**config.mk**
```make
export PLATFORM = sky130hd
export DESIGN_NAME = seq_alu
export DESIGN_NICKNAME = d
export VERILOG_FILES = /design/src/rtl/seq_alu.sv
export SDC_FILE = /design/constraint.sdc
export NUM_CORES = 1
export LEC_CHECK = 0
export BUFFER_PORTS_ARGS = -buffer_cell sky130_fd_sc_hd__buf_2
export CAP_MARGIN = 20
export CORE_ASPECT_RATIO = 0.7
export CORE_MARGIN = 2
export CORE_UTILIZATION = 54
export DETAILED_ROUTE_END_ITERATION = 8
export PLACE_DENSITY = 0.85
export SYNTH_ARGS = -nofsm -noshare
export SYNTH_HDL_FRONTEND = slang
export SYNTH_SLANG_ARGS = --single-unit
```
**constraint.sdc**
```tcl
create_clock -name clk -period 0.8 [get_ports clk]
set_input_delay 0.08 -clock clk [delete_from_list [all_inputs] [get_ports clk]]
set_output_delay 0.08 -clock clk [all_outputs]
set_load 0.02 [all_outputs]
```
**src/rtl/seq_alu.sv**
```systemverilog
// rtl/seq_alu.sv - registered eight-op ALU with start/busy/done handshake
//
// Purpose: parametrised ALU between the register-file read ports and the
// writeback mux. A start in IDLE latches a result plus N/Z/C/V flags and
// pulses done one cycle later. Op 111 is an iterative shift-add multiply
// that takes WIDTH+1 cycles when SEQ_ALU_MUL_EN is defined. Without that
// macro, op 111 completes in one cycle with a zero result.
//
// Ports:
//   clk        rising-edge clock
//   reset      asynchronous active-high reset
//   start      launch request, sampled only while busy=0
//   op[2:0]    operation select, captured with start
//   Ain, Bin   operands, captured with start
//   out        registered result, held until the next done
//   Z, N, C, V status flags for out; they update together with done
//   busy       high while a multiply is iterating
//   done       one-cycle pulse when out and the flags update
module seq_alu #(
  parameter int WIDTH = 16,
  parameter int SHW   = $clog2(WIDTH)
) (
  input  logic             clk,
  input  logic             reset,
  input  logic             start,
  input  logic [2:0]       op,
  input  logic [WIDTH-1:0] Ain,
  input  logic [WIDTH-1:0] Bin,
  output logic [WIDTH-1:0] out,
  output logic             Z,
  output logic             N,
  output logic             C,
  output logic             V,
  output logic             busy,
  output logic             done
);

  localparam logic [2:0] OP_ADD = 3'b000;
  localparam logic [2:0] OP_SUB = 3'b001;
  localparam logic [2:0] OP_AND = 3'b010;
  localparam logic [2:0] OP_NOT = 3'b011;
  localparam logic [2:0] OP_OR  = 3'b100;
  localparam logic [2:0] OP_XOR = 3'b101;
  localparam logic [2:0] OP_SHL = 3'b110;
  localparam logic [2:0] OP_MUL = 3'b111;

  logic [WIDTH-1:0] out_q, out_d;
  logic             z_q, z_d;
  logic             n_q, n_d;
  logic             c_q, c_d;
  logic             v_q, v_d;
  logic             done_q, done_d;

  // Single-cycle datapath. Each result is one bit wider than the operands,
  // so the top bit is the carry, the borrow, or the last bit shifted out.
  logic [WIDTH:0]   sum_w, dif_w, shl_w;
  logic [WIDTH-1:0] res_c;
  logic             c_c, v_c;
  logic             take_single;

  assign sum_w = {1'b0, Ain} + {1'b0, Bin};
  assign dif_w = {1'b0, Ain} - {1'b0, Bin};
  assign shl_w = {1'b0, Ain} << Bin[SHW-1:0];

  always_comb begin
    res_c = '0;
    c_c   = 1'b0;
    v_c   = 1'b0;
    case (op)
      OP_ADD: begin
        res_c = sum_w[WIDTH-1:0];
        c_c   = sum_w[WIDTH];
        v_c   = (Ain[WIDTH-1] == Bin[WIDTH-1]) && (sum_w[WIDTH-1] != Ain[WIDTH-1]);
      end
      OP_SUB: begin
        res_c = dif_w[WIDTH-1:0];
        c_c   = dif_w[WIDTH];
        v_c   = (Ain[WIDTH-1] != Bin[WIDTH-1]) && (dif_w[WIDTH-1] != Ain[WIDTH-1]);
      end
      OP_AND: res_c = Ain & Bin;
      OP_NOT: res_c = ~Bin;
      OP_OR:  res_c = Ain | Bin;
      OP_XOR: res_c = Ain ^ Bin;
      OP_SHL: begin
        // A shift of 0 leaves bit WIDTH clear, so C=0 needs no special case.
        res_c = shl_w[WIDTH-1:0];
        c_c   = shl_w[WIDTH];
      end
      default: res_c = '0;  // MUL: handled by the FSM, or zero when MUL is disabled
    endcase
  end

`ifdef SEQ_ALU_MUL_EN
  typedef enum logic {
    S_IDLE = 1'b0,
    S_MUL  = 1'b1
  } state_t;

  localparam logic [SHW-1:0] CNT_LAST = SHW'(WIDTH - 1);

  state_t           state_q, state_d;
  logic [WIDTH-1:0] acc_q, acc_d;
  logic [WIDTH-1:0] mcand_q, mcand_d;
  logic [WIDTH-1:0] mplier_q, mplier_d;
  logic [SHW-1:0]   cnt_q, cnt_d;
  logic [WIDTH-1:0] acc_step;

  assign acc_step    = mplier_q[0] ? (acc_q + mcand_q) : acc_q;
  assign take_single = start && (state_q == S_IDLE) && (op != OP_MUL);
  assign busy        = (state_q == S_MUL);
`else
  assign take_single = start;
  assign busy        = 1'b0;
`endif

  always_comb begin
    out_d  = out_q;
    z_d    = z_q;
    n_d    = n_q;
    c_d    = c_q;
    v_d    = v_q;
    done_d = 1'b0;
`ifdef SEQ_ALU_MUL_EN
    state_d  = state_q;
    acc_d    = acc_q;
    mcand_d  = mcand_q;
    mplier_d = mplier_q;
    cnt_d    = cnt_q;
`endif

    if (take_single) begin
      out_d  = res_c;
      z_d    = (res_c == '0);
      n_d    = res_c[WIDTH-1];
      c_d    = c_c;
      v_d    = v_c;
      done_d = 1'b1;
    end

`ifdef SEQ_ALU_MUL_EN
    case (state_q)
      S_IDLE: begin
        if (start && (op == OP_MUL)) begin
          acc_d    = '0;
          mcand_d  = Ain;
          mplier_d = Bin;
          cnt_d    = '0;
          state_d  = S_MUL;
        end
      end
      S_MUL: begin
        acc_d    = acc_step;
        mcand_d  = mcand_q << 1;
        mplier_d = mplier_q >> 1;
        cnt_d    = cnt_q + SHW'(1);
        // The last step's sum goes straight to out, so done follows
        // the WIDTH-th step without an extra cycle.
        if (cnt_q == CNT_LAST) begin
          out_d   = acc_step;
          z_d     = (acc_step == '0);
          n_d     = acc_step[WIDTH-1];
          c_d     = 1'b0;
          v_d     = 1'b0;
          done_d  = 1'b1;
          state_d = S_IDLE;
        end
      end
      default: state_d = S_IDLE;
    endcase
`endif
  end

  always_ff @(posedge clk or posedge reset) begin
    if (reset) begin
      out_q  <= '0;
      z_q    <= 1'b1;
      n_q    <= 1'b0;
      c_q    <= 1'b0;
      v_q    <= 1'b0;
      done_q <= 1'b0;
    end else begin
      out_q  <= out_d;
      z_q    <= z_d;
      n_q    <= n_d;
      c_q    <= c_d;
      v_q    <= v_d;
      done_q <= done_d;
    end
  end

`ifdef SEQ_ALU_MUL_EN
  always_ff @(posedge clk or posedge reset) begin
    if (reset) begin
      state_q  <= S_IDLE;
      acc_q    <= '0;
      mcand_q  <= '0;
      mplier_q <= '0;
      cnt_q    <= '0;
    end else begin
      state_q  <= state_d;
      acc_q    <= acc_d;
      mcand_q  <= mcand_d;
      mplier_q <= mplier_d;
      cnt_q    <= cnt_d;
    end
  end
`endif

  assign out  = out_q;
  assign Z    = z_q;
  assign N    = n_q;
  assign C    = c_q;
  assign V    = v_q;
  assign done = done_q;

endmodule
```
==> results of run 1 <==
## stage by stage
stage | instance area [µm²] | setup slack, ps | setup TNS, ps
after detailed placement | 6050 | -2140 | -30020
after global placement | 6050 | -2070 | -27960
after floorplan | 4370 | -1580 | -18390
after CTS | 7040 | -1790 | -23830
## synth_stat cells (13+ instances only)
| cell | number |
|---|---|
| inv_1 | 41 |
| nand2b_1 | 15 |
| buf_2 | 13 |
| nor3_1 | 14 |
| dfrtp_1 | 19 |
| nor2_1 | 63 |
| mux2i_1 | 18 |
| nand2_1 | 45 |
| a21oi_1 | 41 |
| ha_1 | 50 |
| clkbuf_1 | 19 |
| o21ai_0 | 35 |
## routing by layer
layer	track usage, %	overflow
met4	72.4	6
met5	32.5	0
met2	88.6	1
met3	68.3	0
met1	79.8	0
## logic make-up after synthesis
group	after synthesis
mux	36
compound gates	180
buf+inv	83
other cells	1
xor+xnor	13
simple gates	181
flops	20
fa+ha+maj	52
## repair_timing
item / CTS
hold endpoints to repair: 20
hold buffers: 1
pin swaps: 48
setup endpoints to repair: 40
buffers inserted: 42
gates resized for setup: 158
==> metrics, run 1 <==
Tool Error=[ERROR GRT-0116] Global routing finished with congestion. Check the congestion regions in the DRC Viewer.; adder-cell share of the synthesized area=16.2%; clock sinks=20; Die Span X=108 µm; Rows=26; CTS buffer count=3; H-Tree Depth=1; Post-synth EDFFs=0; Compound-Gate Fraction of Synth Area=29.7%; Last stage=global routing (5_1_grt); XOR/XNOR share of the synthesized area=2.77%; GRT Total Usage=between 70 and 80%; Max Root-Sink Buffers=2; GP Congestion=1.20; Top FF cell, synth=dfrtp_1; Ys Warns=0; outcome=stopped before the end; Root Driver=clkbuf_8; Detail Placement HPWL=14.7 mm; mapped cell area=0.00411 mm²; post-synthesis mux area share=9.86%; Synth Register Bits=20; top-area cell type share of the netlist area=15.2%; post-synth top area cell=ha_1; Synth cell types=77; syn nets=656; simple-gate share of the synthesized area=between 20% and 30%; Cells after DPL=880; die height=77.0 µm; Async S/R FF share, synth=100%; aggregate global routing overflow=7; # port buffers=58; vias in the first global route=~7900; largest cells by area after synthesis=ha_1 15%, dfrtp_1 12%, nor2_1 5.8%; pin count of the biggest net entering global routing=32; sequential fraction of the synthesis area=12.2%; syn avg cell area=7.26 µm²; cells after synthesis=566; largest family of logic cells by synthesized area=compound AO/OA/AOI/OAI gates; Initial Utilization=approximately 56%; # IOs=60; first-pass GRT wire length=48.2 mm
==> run 2: changes to the inputs <==
Settings changed: CORE_ASPECT_RATIO 0.7 to unset, CORE_UTILIZATION 54 to 40, PLACE_DENSITY 0.85 to unset, PLACE_DENSITY_LB_ADDON set to 0.15.
Clock period 0.8 ns to 1.05 ns, I/O delays scaled along.
==> run 2 against run 1 <==
The flow now finishes, with violations (setup timing). Synthesized area unchanged. Synthesized cell count unchanged.
==> metrics, run 2 <==
outcome=finished, violations left; failing checks=setup timing; DRT Pass-1 Iters=5; Max Root-Sink Buffers=2; nets=919; vias per inst=5.70; # IOs=60; Via Count=~5500; Final Hold Vio Count=0; Peak VDD IR=0.734 mV; Finished Core Util=72.6%; pre-CTS setup slack=-1880 ps; # port buffers=between 50 and 60; Async S/R FF share, synth=100%; R2R cell count=1; syn avg cell area=7.26 µm²; DRC=0; CP Buf/Inv Count=3; vias in the first global route=5338; initial antenna violation count=0; stages on the worst setup path=14; WHS=approximately 250 ps; max incr delay on CP=550 ps; Ys Warns=0; final slew viol count=0; CTS buffer count=3; GP Congestion=around 0.97; CP required=between 1000 and 1500 ps; critical path arrival=2600 ps; commonest cells after routing, fill and taps aside=212 x buf_4, 55 x nor2_1, 48 x buf_2; clock skew=0 ps; first-pass GRT wire length=28.1 mm; Worst path slowest cell=or4_4; Area Overhead vs Synth=79.1%; Slew headroom=59.0%; Initial Utilization=40.5%; Top delay family on crit path=simple AND/OR/NAND/NOR gates; pwr/cell area=roughly 800 mW/mm²; Synth Register Bits=20; setup ws final=-1370 ps; Peak Freq=0.413 GHz; crit start category=input port; Final setup viols=19; mapped cell area=0.00411 mm²; CTS tree=yes; Reg clk slew, reported paths=roughly 80 ps; crit-path max FO=3; initial drt markers=358; commonest non-fill, non-tap cell in the layout=buf_4; minimum clock period=2420 ps; core area=0.0101 mm²; Post-synth EDFFs=0; antenna-violating nets left=0; Overall Power=approximately 5.9 mW; H-Tree Depth=1; clock sinks=20; cells after synthesis=566; cell with the most instances after synthesis=nor2_1; Worst-Skew Late Latency=260 ps; share of post-route cells with drive strength above 1=54.8%; CP Cell Sequence=buf_12 > inv_12 > ha_4 > inv_2 > fa_2 > nor2_2 > xor2_1 > a22o_1 > nor3_2 > nand3_1 > or4_4 > nor4_4 > nand4_1 > o31ai_2; syn nets=656; Synth cell types=77; Top FF cell, synth=dfrtp_1; die height=105 µm; WL per Instance=19.1 µm; Max Cap Viol=0; largest cells by area after synthesis=ha_1 15%, dfrtp_1 12%, nor2_1 5.8%; Critical Path End Type=flop; antenna fix cells=0; WL final=18.5 mm; Worst-Margin Slew=~610 ps; Die Span X=~110 µm; WS Path Type=input port to flop; sequential fraction of the synthesis area=12.2%; Root Driver=clkbuf_8; RSZ-0062 raised after global routing=true; max reg flops=16; pin count of the biggest net entering global routing=32; Detail Placement HPWL=14.4 mm; Die Area=0.0111 mm²; top-area cell type share of the netlist area=15.2%; Rows=37; post-synth top area cell=ha_1; setup TNS=-17280 ps; GRT Total Usage=roughly 32%; aggregate global routing overflow=0; worst min path class=input port to async pin; commonest cells in the netlist=63 x nor2_1, 50 x ha_1, 45 x nand2_1; Tcrit/Tclk final=230%; leak pwr=3.39 nW
[run 2: cell type report]
class | count | area (µm²)
Sequential cell | 20 | 502
Clock buffer | 3 | 41.3
Fill cell | 789 | 2780
Clock inverter | 1 | 30.0
Tap cell | 136 | 170
Timing Repair Buffer | 294 | 2310
Multi-Input combinational cell | 463 | 4080
Inverter | 47 | 235
[run 2: metrics by stage]
stage                     area (µm²)  cells
after floorplan                 4370    566
after global placement          6280    940
after detailed placement        6280    940
after CTS                       7030    962
after global routing            7360    964
final                           7360    964
[run 2: repair_timing]
action                                  in CTS  in global routing
pin swaps                                   65                 50
hold endpoints to repair                    19                  0
hold buffers                                 1                  0
buffers inserted                            26                  9
gates resized for setup                    119                 71
endpoints found under the setup margin      20                 20
gates cloned                                 0                  0
[run 2: tightest hold or removal path, delay by kind of cell]
family	cells	cell delay [ps]
buffers and inverters	3	770
[run 2: kinds of logic (layout without fill, tap and decap cells)]
family	Yosys count	count (layout)	synth area share, %
AO/OA/AOI/OAI	180	180	29.7
XOR/XNOR	13	13	2.77
adder cells (fa/ha/maj)	52	52	16.2
buffers and inverters	83	345	8.34
flip-flops	20	20	12.2
multiplexers	36	36	9.86
other	1	1	0.0912
AND/OR/NAND/NOR	181	181	20.8
[run 2: metal layers]
layer | vias up | global-route usage [%] | share of wire (%)
met5 | - | 0 | 0
met4 | 0 | 12.0 | 4.0
met3 | 52 | 1.61 | 5.5
met2 | 226 | 54.6 | 48
met1 | 2627 | 43.0 | 43
li1 | 2593 | - | -
[run 2: path summary, 6_finish.rpt]
kind	startpoint	end	slack, ps
setup / recovery	Ain[0]	Z$_DFFE_PP1P_	-1370
hold / removal	reset	out[15]$_DFFE_PP0P_	250
setup reg to reg	out[15]$_DFFE_PP0P_	out[15]$_DFFE_PP0P_	270
hold reg to reg	out[0]$_DFFE_PP0P_	out[0]$_DFFE_PP0P_	510
max in group asynchronous	reset	Z$_DFFE_PP1P_	290
min in group clk	start	done$_DFF_PP0_	310
[run 2: report_power, final]
| part | leakage [nW] | internal, mW | switching, mW |
|---|---|---|---|
| Clock | 0.0357 | 0.509 | 0.257 |
| Combinational | 3.12 | 2.04 | 2.12 |
| Sequential | 0.233 | 0.880 | 0.0641 |
(Power assumes the default switching activity.)
==> run 3: changes to the inputs <==
Settings changed: PLACE_DENSITY_LB_ADDON 0.15 to unset.
Clock period 1.05 ns to 2.22 ns, I/O delays scaled along.
==> run 3 against run 2 <==
The flow still finishes with violations (setup timing). Via count down 1.9%. Wire length down 5.0%. Global-route usage down 1.3 points. Utilization down 4.5 points. Non-clock buffer count down 20. Die area unchanged. Cell area down 6.2%. Largest cell class unchanged.
==> metrics, run 3 (synthesis results as in run 2) <==
vias per inst=5.71; Setup crit end=Z$_DFFE_PP1P_; Die Span X=105 µm; critical path startpoint=Ain[5]; R2R cell count=1; CTS hold repair buffers=0; first-pass GRT wire length=27.5 mm; outcome=finished, violations left; setup ws final=-379 ps; GP Congestion=0.979; Worst path slowest cell=or4_4; worst min path class=input port to async pin; CP Cell Sequence=buf_2 > buf_4 > ha_1 > a221oi_1 > nor2_1 > a211oi_2 > o211ai_1 > or4_4 > nor4_4 > nand4_1 > o31ai_2; initial antenna violation count=0; clock sinks=20; vias in the first global route=5388; reg-to-reg slack, setup=1440 ps; fillers=823; leak pwr=3.21 nW; Worst-Skew Late Latency=260 ps; final slew viol count=0; Worst-Margin Slew=around 730 ps; WL final=roughly 18 mm; Max Root-Sink Buffers=2; crit start category=input port; aggregate global routing overflow=0; Final Hold Vio Count=0; RR Startpoint=out[10]$_DFFE_PP0P_; share of post-route cells with drive strength above 1=50.4%; commonest non-fill, non-tap cell in the layout=buf_4; CP required=roughly 2400 ps; antenna fix cells=0; Via Count=5394; H-Tree Depth=1; critical path arrival=about 2800 ps; pwr/cell area=372 mW/mm²; FF-to-FF End=out[10]$_DFFE_PP0P_; initial drt markers=416; DRC=0; setup TNS=-1250 ps; Root Driver=clkbuf_8; Final setup viols=9; Slew headroom=51.5%; clock skew=0 ps; core area=0.0101 mm²; GRT Total Usage=30.9%; failing checks=setup timing; crit-path max FO=4; pin count of the biggest net entering global routing=32; CTS buffer count=3; Rows=37; RSZ-0062 raised after global routing=true; Peak Freq=0.385 GHz; CTS tree=yes; Tcrit/Tclk final=117%; WS Path Type=input port to flop; Area Overhead vs Synth=68.1%; Critical Path End Type=flop; Peak VDD IR=0.294 mV; Finished Core Util=68.1%; Max Cap Viol=0; Detail Placement HPWL=13.6 mm; Reg clk slew, reported paths=70 ps; DRT Pass-1 Iters=5; nets=approximately 900; # port buffers=58; minimum clock period=2600 ps; commonest cells after routing, fill and taps aside=201 x buf_4, 56 x nor2_1, 51 x buf_2; # IOs=60; max reg flops=16; die height=105 µm; max incr delay on CP=550 ps; Die Area=between 0.01 and 0.015 mm²; Initial Utilization=40.5%; WL per Instance=18.6 µm; antenna-violating nets left=0
## run 3: cell types whose count changed in the layout (fill, tap and decap cells not counted), moves of 3 or more
cell	before	now
ha_1	28	32
a21oi_1	24	33
inv_6	4	0
buf_6	21	16
nand2_2	0	3
inv_1	26	31
buf_4	212	201
buf_12	10	4
o21ai_4	5	2
a21oi_2	15	7
mux2_4	9	6
nor2_4	5	2
buf_2	48	51
## run 3: power breakdown
part	leakage, nW	switching (mW)	internal [mW]
sequential	0.233	0.0284	0.416
clock	0.0288	0.115	0.158
combinational	2.94	0.954	0.895
## run 3: worst min-delay path by stage
| stage | start | end | slack, ps | cells after the start |
|---|---|---|---|---|
| floorplan | reset | C$_DFFE_PP0P_ | 190 | 1 |
| global placement | reset | out[14]$_DFFE_PP0P_ | 370 | 2 |
| detailed placement | reset | out[14]$_DFFE_PP0P_ | 380 | 2 |
| CTS | reset | out[10]$_DFFE_PP0P_ | 100 | 2 |
| global route | reset | out[9]$_DFFE_PP0P_ | 130 | 2 |
| finish | reset | out[0]$_DFFE_PP0P_ | 80 | 2 |
## run 3: through the flow
stage | power (mW) | area (µm²) | instances | hold slack (ps) | setup WS (ps)
after floorplan | 1.25 | 4260 | 566 | 185 | -305
after global placement | 1.93 | 6010 | 922 | 366 | -846
after detailed placement | 1.96 | 6010 | 922 | 384 | -842
after CTS | 2.46 | 6690 | 942 | 104 | -282
after global routing | 2.72 | 6910 | 944 | 131 | -494
final | 2.57 | 6910 | 944 | 75.7 | -379
## run 3: critical path: cells and delay by family
family / cells / cell delay, ps
AND/OR/NAND/NOR: 4 / 1100
buffers and inverters: 2 / 270
AO/OA/AOI/OAI: 4 / 960
adder cells (fa/ha/maj): 1 / 220
## run 3: layout make-up
class | count | area (µm²) | area share, %
repair buffers | 274 | 2050 | 29.7
clock buffers | 4 | 55.1 | 0.797
inverters | 47 | 209 | 3.02
multi-input cells | 463 | 3920 | 56.7
well taps | 136 | 170 | 2.46
flip-flops and latches | 20 | 502 | 7.26
## run 3: what timing repair did
action,CTS,global route
buffers inserted,18,5
resized for setup,116,41
pin swaps,55,33
setup endpoints to repair,11,11
gates cloned,0,0
## run 3: routing by layer
layer  GRT usage (%)  up-vias  wire length [µm]
li1                -     2544                 -
met5               0        -                 0
met3            2.35       60              1130
met4            10.8        0               668
met2            53.2      254              8310
met1            40.5     2536              7420
